<file path="src/rtl/bit_scatter_1to8.sv">
// Serial (bit, lane) beats -> LANES-wide word with lane mask and beat count, valid/ready both sides.
// Optional BIT_SCATTER_PARITY_EN adds a registered m_parity output of the written lanes.
module bit_scatter_1to8 #(
    parameter int unsigned LANES      = 8,
    parameter int unsigned SEL_W      = 3,
    parameter int unsigned AUTO_FLUSH = 1
) (
    input  logic             aclk,
    input  logic             aresetn,
    input  logic             s_valid,
    output logic             s_ready,
    input  logic             s_bit,
    input  logic [SEL_W-1:0] s_sel,
    input  logic             s_last,
    output logic             m_valid,
    input  logic             m_ready,
    output logic [LANES-1:0] m_data,
    output logic [LANES-1:0] m_mask,
    output logic [SEL_W:0]   m_count,
`ifdef BIT_SCATTER_PARITY_EN
    output logic             m_parity,
`endif
    output logic             err_dup,
    output logic             err_rng
);

    localparam int unsigned CW = SEL_W + 1;
    localparam logic [CW-1:0] CMAX    = '1;
    localparam logic [CW-1:0] LANES_C = CW'(LANES);

    typedef enum logic {
        O_IDLE = 1'b0,
        O_FULL = 1'b1
    } ostate_t;

    ostate_t ostate, ostate_nxt;

    logic [LANES-1:0] acc_data, acc_mask;
    logic [CW-1:0]    acc_count;

    logic             accept;
    logic             in_rng;
    logic             dup;
    logic             complete;
    logic [LANES-1:0] sel_oh;
    logic [LANES-1:0] data_nxt, mask_nxt;
    logic [CW-1:0]    count_nxt;

    assign m_valid = (ostate == O_FULL);
    assign s_ready = !m_valid || m_ready;
    assign accept  = s_valid && s_ready;

    // Post-update view of the accumulator for the beat being offered
    always_comb begin
        in_rng    = ({1'b0, s_sel} < LANES_C);
        sel_oh    = in_rng ? (LANES'(1) << s_sel) : '0;
        dup       = |(acc_mask & sel_oh);
        mask_nxt  = acc_mask | sel_oh;
        data_nxt  = (acc_data & ~sel_oh) | (s_bit ? sel_oh : '0);
        count_nxt = (acc_count == CMAX) ? CMAX : acc_count + CW'(1);
        complete  = accept && (s_last || ((AUTO_FLUSH != 0) && (&mask_nxt)));
    end

    // Accumulator and error pulses
    always_ff @(posedge aclk or negedge aresetn) begin
        if (!aresetn) begin
            acc_data  <= '0;
            acc_mask  <= '0;
            acc_count <= '0;
            err_dup   <= 1'b0;
            err_rng   <= 1'b0;
        end else begin
            err_dup <= accept && dup;
            err_rng <= accept && !in_rng;
            if (complete) begin
                acc_data  <= '0;
                acc_mask  <= '0;
                acc_count <= '0;
            end else if (accept) begin
                acc_data  <= data_nxt;
                acc_mask  <= mask_nxt;
                acc_count <= count_nxt;
            end
        end
    end

    // Output FSM state register
    always_ff @(posedge aclk or negedge aresetn) begin
        if (!aresetn) begin
            ostate <= O_IDLE;
        end else begin
            ostate <= ostate_nxt;
        end
    end

    // A completing beat always (re)loads; otherwise drain on m_ready
    always_comb begin
        ostate_nxt = ostate;
        case (ostate)
            O_IDLE: if (complete) ostate_nxt = O_FULL;
            O_FULL: begin
                if (complete)     ostate_nxt = O_FULL;
                else if (m_ready) ostate_nxt = O_IDLE;
            end
            default: ostate_nxt = O_IDLE;
        endcase
    end

    // Output word register, written only by completing beats
    always_ff @(posedge aclk or negedge aresetn) begin
        if (!aresetn) begin
            m_data  <= '0;
            m_mask  <= '0;
            m_count <= '0;
        end else if (complete) begin
            m_data  <= data_nxt;
            m_mask  <= mask_nxt;
            m_count <= count_nxt;
        end
    end

`ifdef BIT_SCATTER_PARITY_EN
    always_ff @(posedge aclk or negedge aresetn) begin
        if (!aresetn) begin
            m_parity <= 1'b0;
        end else if (complete) begin
            m_parity <= ^(data_nxt & mask_nxt);
        end
    end
`endif

endmodule

</file>
<file path="config.mk">
export PLATFORM = sky130hd
export DESIGN_NAME = bit_scatter_1to8
export DESIGN_NICKNAME = d
export VERILOG_FILES = /design/src/rtl/bit_scatter_1to8.sv
export SDC_FILE = /design/constraint.sdc
export NUM_CORES = 1
export LEC_CHECK = 0
export ABC_AREA = 1
export CAP_MARGIN = 10
export CORE_ASPECT_RATIO = 0.5
export CORE_MARGIN = 2
export CORE_UTILIZATION = 40
export CTS_CLUSTER_DIAMETER = 200
export DETAILED_ROUTE_END_ITERATION = 12
export PLACE_DENSITY = 0.65
export SLEW_MARGIN = 0
export SYNTH_ARGS = -nofsm -noshare
export SYNTH_HDL_FRONTEND = slang
export SYNTH_SLANG_ARGS = --single-unit
</file>
<file path="constraint.sdc">
create_clock -name aclk -period 1.3 [get_ports aclk]
set_input_delay 0.325 -clock aclk [delete_from_list [all_inputs] [get_ports aclk]]
set_output_delay 0.325 -clock aclk [all_outputs]
set_load 0.02 [all_outputs]
</file>
### After elaboration in Yosys (flattened, before gate mapping)

Index checks and enable logic that the tools add are counted.

* bits of input ports: 9
* output and inout bits: 24
* register bits: 42

* add/sub/neg operators: 1
* reductions and logical operators: 9
* mux-type cells: 12
* eq/ne operators: 1
* shift operators: 1
* bitwise gates (word level): 6

Operator list (number)
* two-way mux 8 bit: 5
* AND 8 bit: 2
* bitwise OR 8 bit: 2
* two-way mux 4 bit: 3
* inverter 8 bit: 1
* AND reduction 8 bit: 1
* OR reduction 8 bit: 1
* left shift 1 x 3 -> 8 bit, first input constant: 1
* adder 4 x 1 -> 4 bit, second input constant: 1
* == test 4 bit, second input constant: 1
* logical AND 1 bit: 3
* two-way mux 1 bit: 3
* logical OR 1 bit: 2
* one-hot mux 1 bit (2 select lines): 1
* nonzero test 2 bit: 1
* logical NOT 1 bit: 1
* inverter 1 bit: 1

### Logic depth before layout (Yosys ltp)

Gate-level depths: netlist (run 1).

* word-level depth: 7
* mapped depth: 11

### Worst setup path after synthesis (run 1)

OpenSTA, ideal clock, no wires.

* path type: flip-flop to flip-flop
* start: register ostate, in the netlist m_valid
* end: register acc_count[0]
* path buffers: 2
* slack: -0.314 ns
* data arrival time: 1.476 ns
* period minus slack after synthesis: 1.614 ns
* cell stages (with the launch flop): 7
* path through: dfrtp_1 > nand2_1 > nand2_1 > inv_1 > clkbuf_1 > buf_1 > a21boi_0

* longest elaborated chain between the ends: 5
* elaborated cells on any way between the ends: 6

Ends and longest elaborated chain
* start, declared: line 36 `ostate_t ostate, ostate_nxt;`
* start signal, assigned: line 92 `ostate <= ostate_nxt;`
* logical NOT 1 bit (*): line 50 `assign s_ready = !m_valid || m_ready;`
* logical OR 1 bit (*): line 50
* net s_ready: line 11 `output logic s_ready,`
* logical AND 1 bit (*): line 51 `assign accept = s_valid && s_ready;`
* logical AND 1 bit: line 61 `complete = accept && (s_last || ((AUTO_FLUSH != 0) && (&mask_nxt)));`
* two-way mux 4 bit / nonzero test 2 bit (equally long branches)
* end signal, assigned: line 82 `acc_count <= count_nxt;`
* end, declared: line 39 `logic [CW-1:0] acc_count;`

The timed path passes the listed nets; every way through them passes the cells marked *.
A chain may end at the register's enable or synchronous reset.

### Worst setup path in the final report (run 1)

* start: input s_sel[1]
* end: register m_mask[2]

* longest elaborated chain between the ends: 5

Ends and longest elaborated chain
* start, declared: line 13 `input logic [SEL_W-1:0] s_sel,`
* left shift 1 x 3 -> 8 bit (*): line 56 `sel_oh = in_rng ? (LANES'(1) << s_sel) : '0;`
* bitwise OR 8 bit (*): line 58 `mask_nxt = acc_mask | sel_oh;`
* AND reduction 8 bit: line 61
* logical OR 1 bit: line 61
* logical AND 1 bit: line 61
* end signal, assigned: line 117 `m_mask <= mask_nxt;`
* end, declared: line 18 `output logic [LANES-1:0] m_mask,`

Every way passes the cells marked *; elsewhere a longest branch is shown, timed or not.

==> results of run 1 <==
-- layout make-up --
class | count | area share, %
clock buffer | 7 | 2.60
multi-input combinational | 175 | 34.2
timing repair buffer | 97 | 26.7
sequential | 42 | 31.7
inverter | 17 | 2.11
tap | 70 | 2.64
-- flip-flops by register name, indices dropped and copies added (netlist names) --
signal,count
acc_count,4
acc_mask,8
m_valid,1
err_dup,1
m_count,4
m_mask,8
acc_data,8
m_data,8
-- tightest hold or removal path, stage by stage --
cell	delay, ns
sky130_fd_sc_hd__buf_4	0.15
sky130_fd_sc_hd__a31oi_4	0.10
sky130_fd_sc_hd__a21oi_2	0.09
-- logic make-up after synthesis --
group	synth area share, %
simple gates	25.8
compound gates	10.1
flops	52.4
xor+xnor	0.437
fa+ha+maj	0.624
buf+inv	6.49
other cells	0.187
mux	3.99
-- final timing paths --
kind                             start            to  slack, ns  cells after the start
max                           s_sel[1]     m_mask[2]      -0.12                     13
min                           s_sel[2]   acc_mask[4]       0.41                      3
max reg2reg                acc_mask[2]     m_mask[2]      -0.10                     11
min reg2reg                  m_data[6]     m_data[6]       0.48                      2
max in group asynchronous      aresetn   acc_mask[0]       0.30                      3
min in group asynchronous      aresetn  acc_count[3]       0.47                      2
-- cell usage after synthesis --
master	number	area, sq um
sky130_fd_sc_hd__buf_1	1	3.75
sky130_fd_sc_hd__nor2_2	1	6.26
sky130_fd_sc_hd__buf_4	1	7.51
sky130_fd_sc_hd__buf_2	8	40.0
sky130_fd_sc_hd__conb_1	1	3.75
sky130_fd_sc_hd__xnor2_1	1	8.76
sky130_fd_sc_hd__nand4_1	1	6.26
sky130_fd_sc_hd__a21oi_1	22	110
sky130_fd_sc_hd__nor2_1	17	63.8
sky130_fd_sc_hd__nand2_2	1	6.26
sky130_fd_sc_hd__ha_1	1	12.5
sky130_fd_sc_hd__nand2_1	77	289
sky130_fd_sc_hd__clkbuf_1	4	15.0
sky130_fd_sc_hd__a31oi_1	2	12.5
sky130_fd_sc_hd__nand3_1	29	145
sky130_fd_sc_hd__a21boi_0	2	15.0
sky130_fd_sc_hd__mux2i_1	8	80.1
sky130_fd_sc_hd__dfrtp_1	42	1050
sky130_fd_sc_hd__o22ai_1	4	25.0
sky130_fd_sc_hd__inv_1	17	63.8
sky130_fd_sc_hd__o21ai_0	8	40.0
-- cell usage in the layout, fill, tap and decap left out, drive strengths merged --
cell / synthesis / layout
nor2: 18 / 18
ha: 1 / 1
a21oi: 22 / 22
nand3: 29 / 29
clkbuf: 4 / 17
clkdlybuf4s50: 0 / 3
buf: 10 / 75
dlygate4sd3: 0 / 1
nand4: 1 / 1
o22ai: 4 / 4
conb: 1 / 1
a31oi: 2 / 2
nand2: 78 / 78
clkinvlp: 0 / 1
inv: 17 / 16
dfrtp: 42 / 42
mux2i: 8 / 8
xnor2: 1 / 1
clkdlybuf4s15: 0 / 7
dlygate4sd2: 0 / 1
a21boi: 2 / 2
o21ai: 8 / 8
-- metal layers --
metal	GRT usage [%]	part of all wire [%]	up-vias
met5	0	0	-
met1	29.3	44	1027
met4	6.53	1.1	0
met3	3.75	4.4	9
met2	35.7	50	59
li1	-	-	991
-- what timing repair did --
action / CTS / global route
endpoints found under the hold margin: 12 / 0
pin swaps: 12 / 12
setup endpoints to repair: 65 / 58
gates cloned: 3 / 1
resized for setup: 118 / 86
hold buffers: 1 / 0
setup buffers: 16 / 8
-- power by group through the flow --
stage | logic (mW) | registers (mW) | clock network (mW)
5_1_grt | 1.51 | 1.67 | 0.919
3_3_place_gp | 1.08 | 1.63 | 0
4_1_cts | 1.20 | 1.62 | 0.867
2_1_floorplan | 0.416 | 1.77 | 0
6_report | 1.40 | 1.65 | 0.866
3_5_place_dp | 1.11 | 1.64 | 0
-- stage by stage --
step | util (%) | area, sq um | worst slack, ns | hold slack (ns) | setup TNS (ns)
CTS | 63.3 | 3090 | -0.0561 | 0.425 | -1.13
floorplan | - | 2060 | -0.00193 | 0.0294 | -0.0367
global placement | 55.2 | 2700 | -0.793 | 0.249 | -31.82
detailed placement | 55.2 | 2700 | -0.827 | 0.256 | -32.72
finish | 67.8 | 3320 | -0.116 | 0.414 | -2.22
global route | 67.8 | 3320 | -0.174 | 0.428 | -4.42
==> impl_metrics.py, run 1 <==
metrics = {
    "outcome": {
        "status": "complete, but fails checks",
        "violations": "setup timing",
    },
    "final_layout": {
        "area_occupied_by_registers_sq_um": 1050,
        "multi_input_comb_area_sq_um": 1130,
        "final_layout_size_suffix_gt1_share_pct": 52.4,
        "fillCellCount": 359,
        "final_cell_count_without_fillers": 408,
        "area.growth.synth_to_final_pct": 65.3,
        "nets": 348,
        "diodes": 0,
    },
    "grt": {
        "antenna_found_initial": 0,
        "globalRouteOverflowTotal": 0,
        "grt_first_pass_wirelength_um": 9270,
        "grt_max_degree": 20,
        "grt_util_all_layers_pct": 21.4,
        "grt_pass1_vias": 1917,
    },
    "route": {
        "post_drt_via_cell_ratio": 5.11,
        "drt_drc_violations_left": 0,
        "ant_nets": 0,
        "detail_route.wirelength_um": 6380,
        "vias": 2086,
        "drt_first_iter_violations": 86,
        "drt_first_pass_iters": 4,
        "drt-wirelength-per-cell_um": 15.6,
    },
    "cts": {
        "cts_max_level": 2,
        "clock-root-buffer": "sky130_fd_sc_hd__clkbuf_8",
        "register_clock_pin_slew_on_the_reported_worst_setup_and_hold_paths_ns": 0.07,
        "clock_insertion_delay_worst_skew_ns": 0.30,
        "cts_sinks": 42,
        "number_of_buffers_added_by_the_clock_tree_synthesis_step": 5,
        "cts_tree": "built",
        "max-clock-path-buffers": 2,
    },
    "timing": {
        "final.min_clock_period_ns": 1.42,
        "drv_slew": 0,
        "period_share_pct": 109,
        "postLayoutSetupSlackWorst_ns": -0.116,
        "finClkSkew_ns": 0.00882,
        "finalHoldViolCount": 0,
        "achievable-frequency_mhz": 706,
        "timing.final.setup_violations": 40,
        "grt_setup_unrepaired": "yes",
    },
    "power_and_ir_drop": {
        "sequentialPowerShare_pct": 42.1,
        "finalPower_mw": 3.91,
        "pwr-share-comb_pct": 35.7,
        "clock_power_share_pct": 22.2,
        "netSwitchingPower_mw": 1.35,
        "peakVddDrop_uv": 470,
        "netSwitchingFraction_pct": 34.4,
        "intPower_mw": 2.56,
        "pwr_density_cell_nw_per_um2": 1180,
        "static-leakage-power_nw": 1.65,
    },
    "worst_setup_path": {
        "worstSetupEndpointType": "flop",
        "timing.critical_path.slowest_stage_cell": "sky130_fd_sc_hd__buf_2",
        "crit_path_max_incr_delay_ns": 0.16,
        "timing.critical_path.from_type": "primary input",
        "path_class": "in2reg",
        "worstPathArrival_ns": 1.60,
        "crit_path_cell_trace": "buf_2, inv_1, nand3_2, nand2_2, nand2_1, nor2_1, nand2_1, nand2_2, buf_6, nand2_8, buf_12, nand2_2, nand2_1",
        "crit_buf_inv": 4,
        "critical_path_peak_fanout": 6,
        "timing.critical_path.required_ns": 1.49,
        "path_delay_family": "simple AND/OR/NAND/NOR gates",
    },
    "synthesis": {
        "syn_area_per_cell_sq_um": 8.09,
        "post_synth_net_total": 258,
        "seq_cells_post_synth": 42,
        "synthesis.instances": 248,
        "synth_warnings": 0,
        "syn-cell-area_sq_um": 2010,
        "yosysUniqueCellTypes": 21,
        "ys_seq_area_share_pct": 52.4,
    },
    "placement": {
        "detailed_place_hpwl_um": 3750,
        "gpl.final_weighted_congestion": 0.849,
        "placement.io_buffers": 31,
        "post-place-cells": 375,
    },
    "die": {
        "die_area_sq_um": 5630,
        "core-area_sq_um": 4890,
        "die_x_um": 104,
        "std_cell_rows": 18,
        "die_h_um": 54.1,
        "initial_utilization_pct": 41.0,
        "io_pins": 33,
    },
    "flow_run": {
        "maxCapViolCount": 0,
    },
    "min_path": {
        "worst_hold_path_type": "in2reg",
    },
}
Power figures use the tool's default switching activity.
==> run 2: changes to the inputs <==
MAX_ROUTING_LAYER = met4   (was default)
==> impl_metrics.py, run 2 (same netlist as run 1, synthesis figures left out) <==
metrics = {
    "outcome": {
        "status": "complete, but fails checks",
        "violations": "setup timing",
    },
    "die": {
        "io_pins": 33,
        "die_h_um": 54.1,
        "initial_utilization_pct": 41.0,
        "std_cell_rows": 18,
        "die_area_sq_um": 5630,
        "core-area_sq_um": 4890,
        "die_x_um": 104,
    },
    "route": {
        "post_drt_via_cell_ratio": 5.16,
        "vias": 2119,
        "drt-wirelength-per-cell_um": 16.9,
        "detail_route.wirelength_um": 6950,
        "drt_first_iter_violations": 104,
        "drt_drc_violations_left": 0,
        "drt_first_pass_iters": 4,
        "ant_nets": 0,
    },
    "timing": {
        "hold_slack_ns": 0.394,
        "postLayoutSetupSlackWorst_ns": -0.106,
        "achievable-frequency_mhz": 711,
        "timing.final.setup_violations": 41,
        "grt_setup_unrepaired": "yes",
        "drv_slew": 0,
        "final.min_clock_period_ns": 1.41,
        "finClkSkew_ns": 0.00616,
        "period_share_pct": 108,
        "finalHoldViolCount": 0,
    },
    "worst_setup_path": {
        "reg2reg_to": "m_mask[0]",
        "worstPathArrival_ns": 1.65,
        "path_class": "reg2reg",
        "ff2ff_setup_slack_ns": -0.11,
        "timing.critical_path.from_type": "flop",
        "timing.critical_path.required_ns": 1.55,
        "worst-r2r-cell-count": 10,
        "critical_path_peak_fanout": 6,
        "r2r_start": "acc_mask[4]",
        "worstSetupEndpointType": "flop",
    },
    "power_and_ir_drop": {
        "pwr_density_cell_nw_per_um2": 1210,
        "static-leakage-power_nw": 1.67,
        "peakVddDrop_uv": 574,
    },
    "min_path": {
        "worst_hold_path_type": "in2reg",
        "worst_hold_endpoint": "acc_mask[4]",
        "hold_path_startpoint": "s_sel[2]",
        "hold_path_depth": 3,
    },
    "cts": {
        "max-clock-path-buffers": 2,
        "cts_sinks": 42,
        "clock-root-buffer": "sky130_fd_sc_hd__clkbuf_8",
        "cts_max_level": 2,
        "clock_insertion_delay_worst_skew_ns": 0.31,
        "cts_tree": "built",
        "number_of_buffers_added_by_the_clock_tree_synthesis_step": 5,
        "register_clock_pin_slew_on_the_reported_worst_setup_and_hold_paths_ns": 0.08,
    },
    "placement": {
        "detailed_place_hpwl_um": 3680,
        "placement.io_buffers": 31,
        "gpl.final_weighted_congestion": 0.883,
        "dp_worst_setup_slack_ns": -0.832,
    },
    "grt": {
        "grt_util_all_layers_pct": 21.7,
        "grt_pass1_vias": 1824,
        "grt_max_degree": 20,
        "globalRouteOverflowTotal": 0,
        "grt_first_pass_wirelength_um": 8960,
        "antenna_found_initial": 0,
    },
    "final_layout": {
        "fillCellCount": 335,
        "diodes": 0,
        "most_common_cell_after_layout_fill_and_taps_aside": "sky130_fd_sc_hd__nand2_1",
        "area.growth.synth_to_final_pct": 70.2,
        "nets": 350,
        "most-common-layout-cells": "sky130_fd_sc_hd__nand2_1 (58), sky130_fd_sc_hd__buf_4 (50), sky130_fd_sc_hd__dfrtp_1 (41)",
        "final_layout_size_suffix_gt1_share_pct": 54.3,
        "utilization_pct": 69.8,
    },
    "flow_run": {
        "maxCapViolCount": 0,
    },
}
run 2: worst max-delay path, cell delays in order (launching register included):
cell,delay (ns)
sky130_fd_sc_hd__dfrtp_1,0.38
sky130_fd_sc_hd__inv_2,0.06
sky130_fd_sc_hd__nand2_2,0.07
sky130_fd_sc_hd__nand2_1,0.06
sky130_fd_sc_hd__nor2_1,0.12
sky130_fd_sc_hd__nand2_1,0.08
sky130_fd_sc_hd__nand2_2,0.14
sky130_fd_sc_hd__buf_8,0.17
sky130_fd_sc_hd__buf_16,0.13
sky130_fd_sc_hd__nand3_4,0.07
sky130_fd_sc_hd__nand2_2,0.06
run 2: layout make-up:
cell class                      count  area [sq um]  area share [%]
Inverter                           17          70.1            2.05
Clock buffer                        5          68.8            2.02
Sequential cell                    42          1050            30.8
Clock inverter                      3          40.0            1.17
Multi-Input combinational cell    175          1150            33.7
Tap cell                           70          87.6            2.57
Timing Repair Buffer               99           945            27.7
run 2: metal layers:
layer  GRT usage [%]  part of all wire (%)
met5               -                     0
met4            4.28                  0.73
met3            4.72                   4.5
met2            36.0                    50
met1            28.1                    45
run 2: worst max-delay path by stage:
stage / from / end / slack (ns) / cells after the start
after global routing: acc_mask[4] / m_mask[1] / -0.20 / 10
after global placement: s_sel[2] / m_mask[1] / -0.80 / 12
after detailed placement: s_sel[2] / m_data[2] / -0.83 / 12
after CTS: s_sel[0] / m_data[4] / -0.11 / 14
after floorplan: s_sel[1] / m_count[0] / -0.002 / 11
final: acc_mask[4] / m_mask[0] / -0.11 / 10
run 2: through the flow:
stage | instance area [sq um] | setup TNS [ns] | cells | total power, mW
global placement | 2680 | -32.16 | 370 | 2.70
global route | 3410 | -6.34 | 411 | 4.28
CTS | 3150 | -0.952 | 402 | 3.88
finish | 3410 | -3.20 | 411 | 4.12
detailed placement | 2680 | -33.17 | 370 | 2.73
floorplan | 2060 | -0.0367 | 248 | 2.19
run 2: where the power goes:
part | switching [mW] | internal (mW)
Clock | 0.495 | 0.566
Sequential | 0.128 | 1.50
Combinational | 0.792 | 0.639
Total | 1.41 | 2.70
run 2: what timing repair did:
item	in CTS	in global routing
pin swaps	19	20
setup buffers	21	10
gates cloned	3	2
hold buffers	1	0
endpoints found under the hold margin	12	0
endpoints found under the setup margin	65	57
resized for setup	125	82
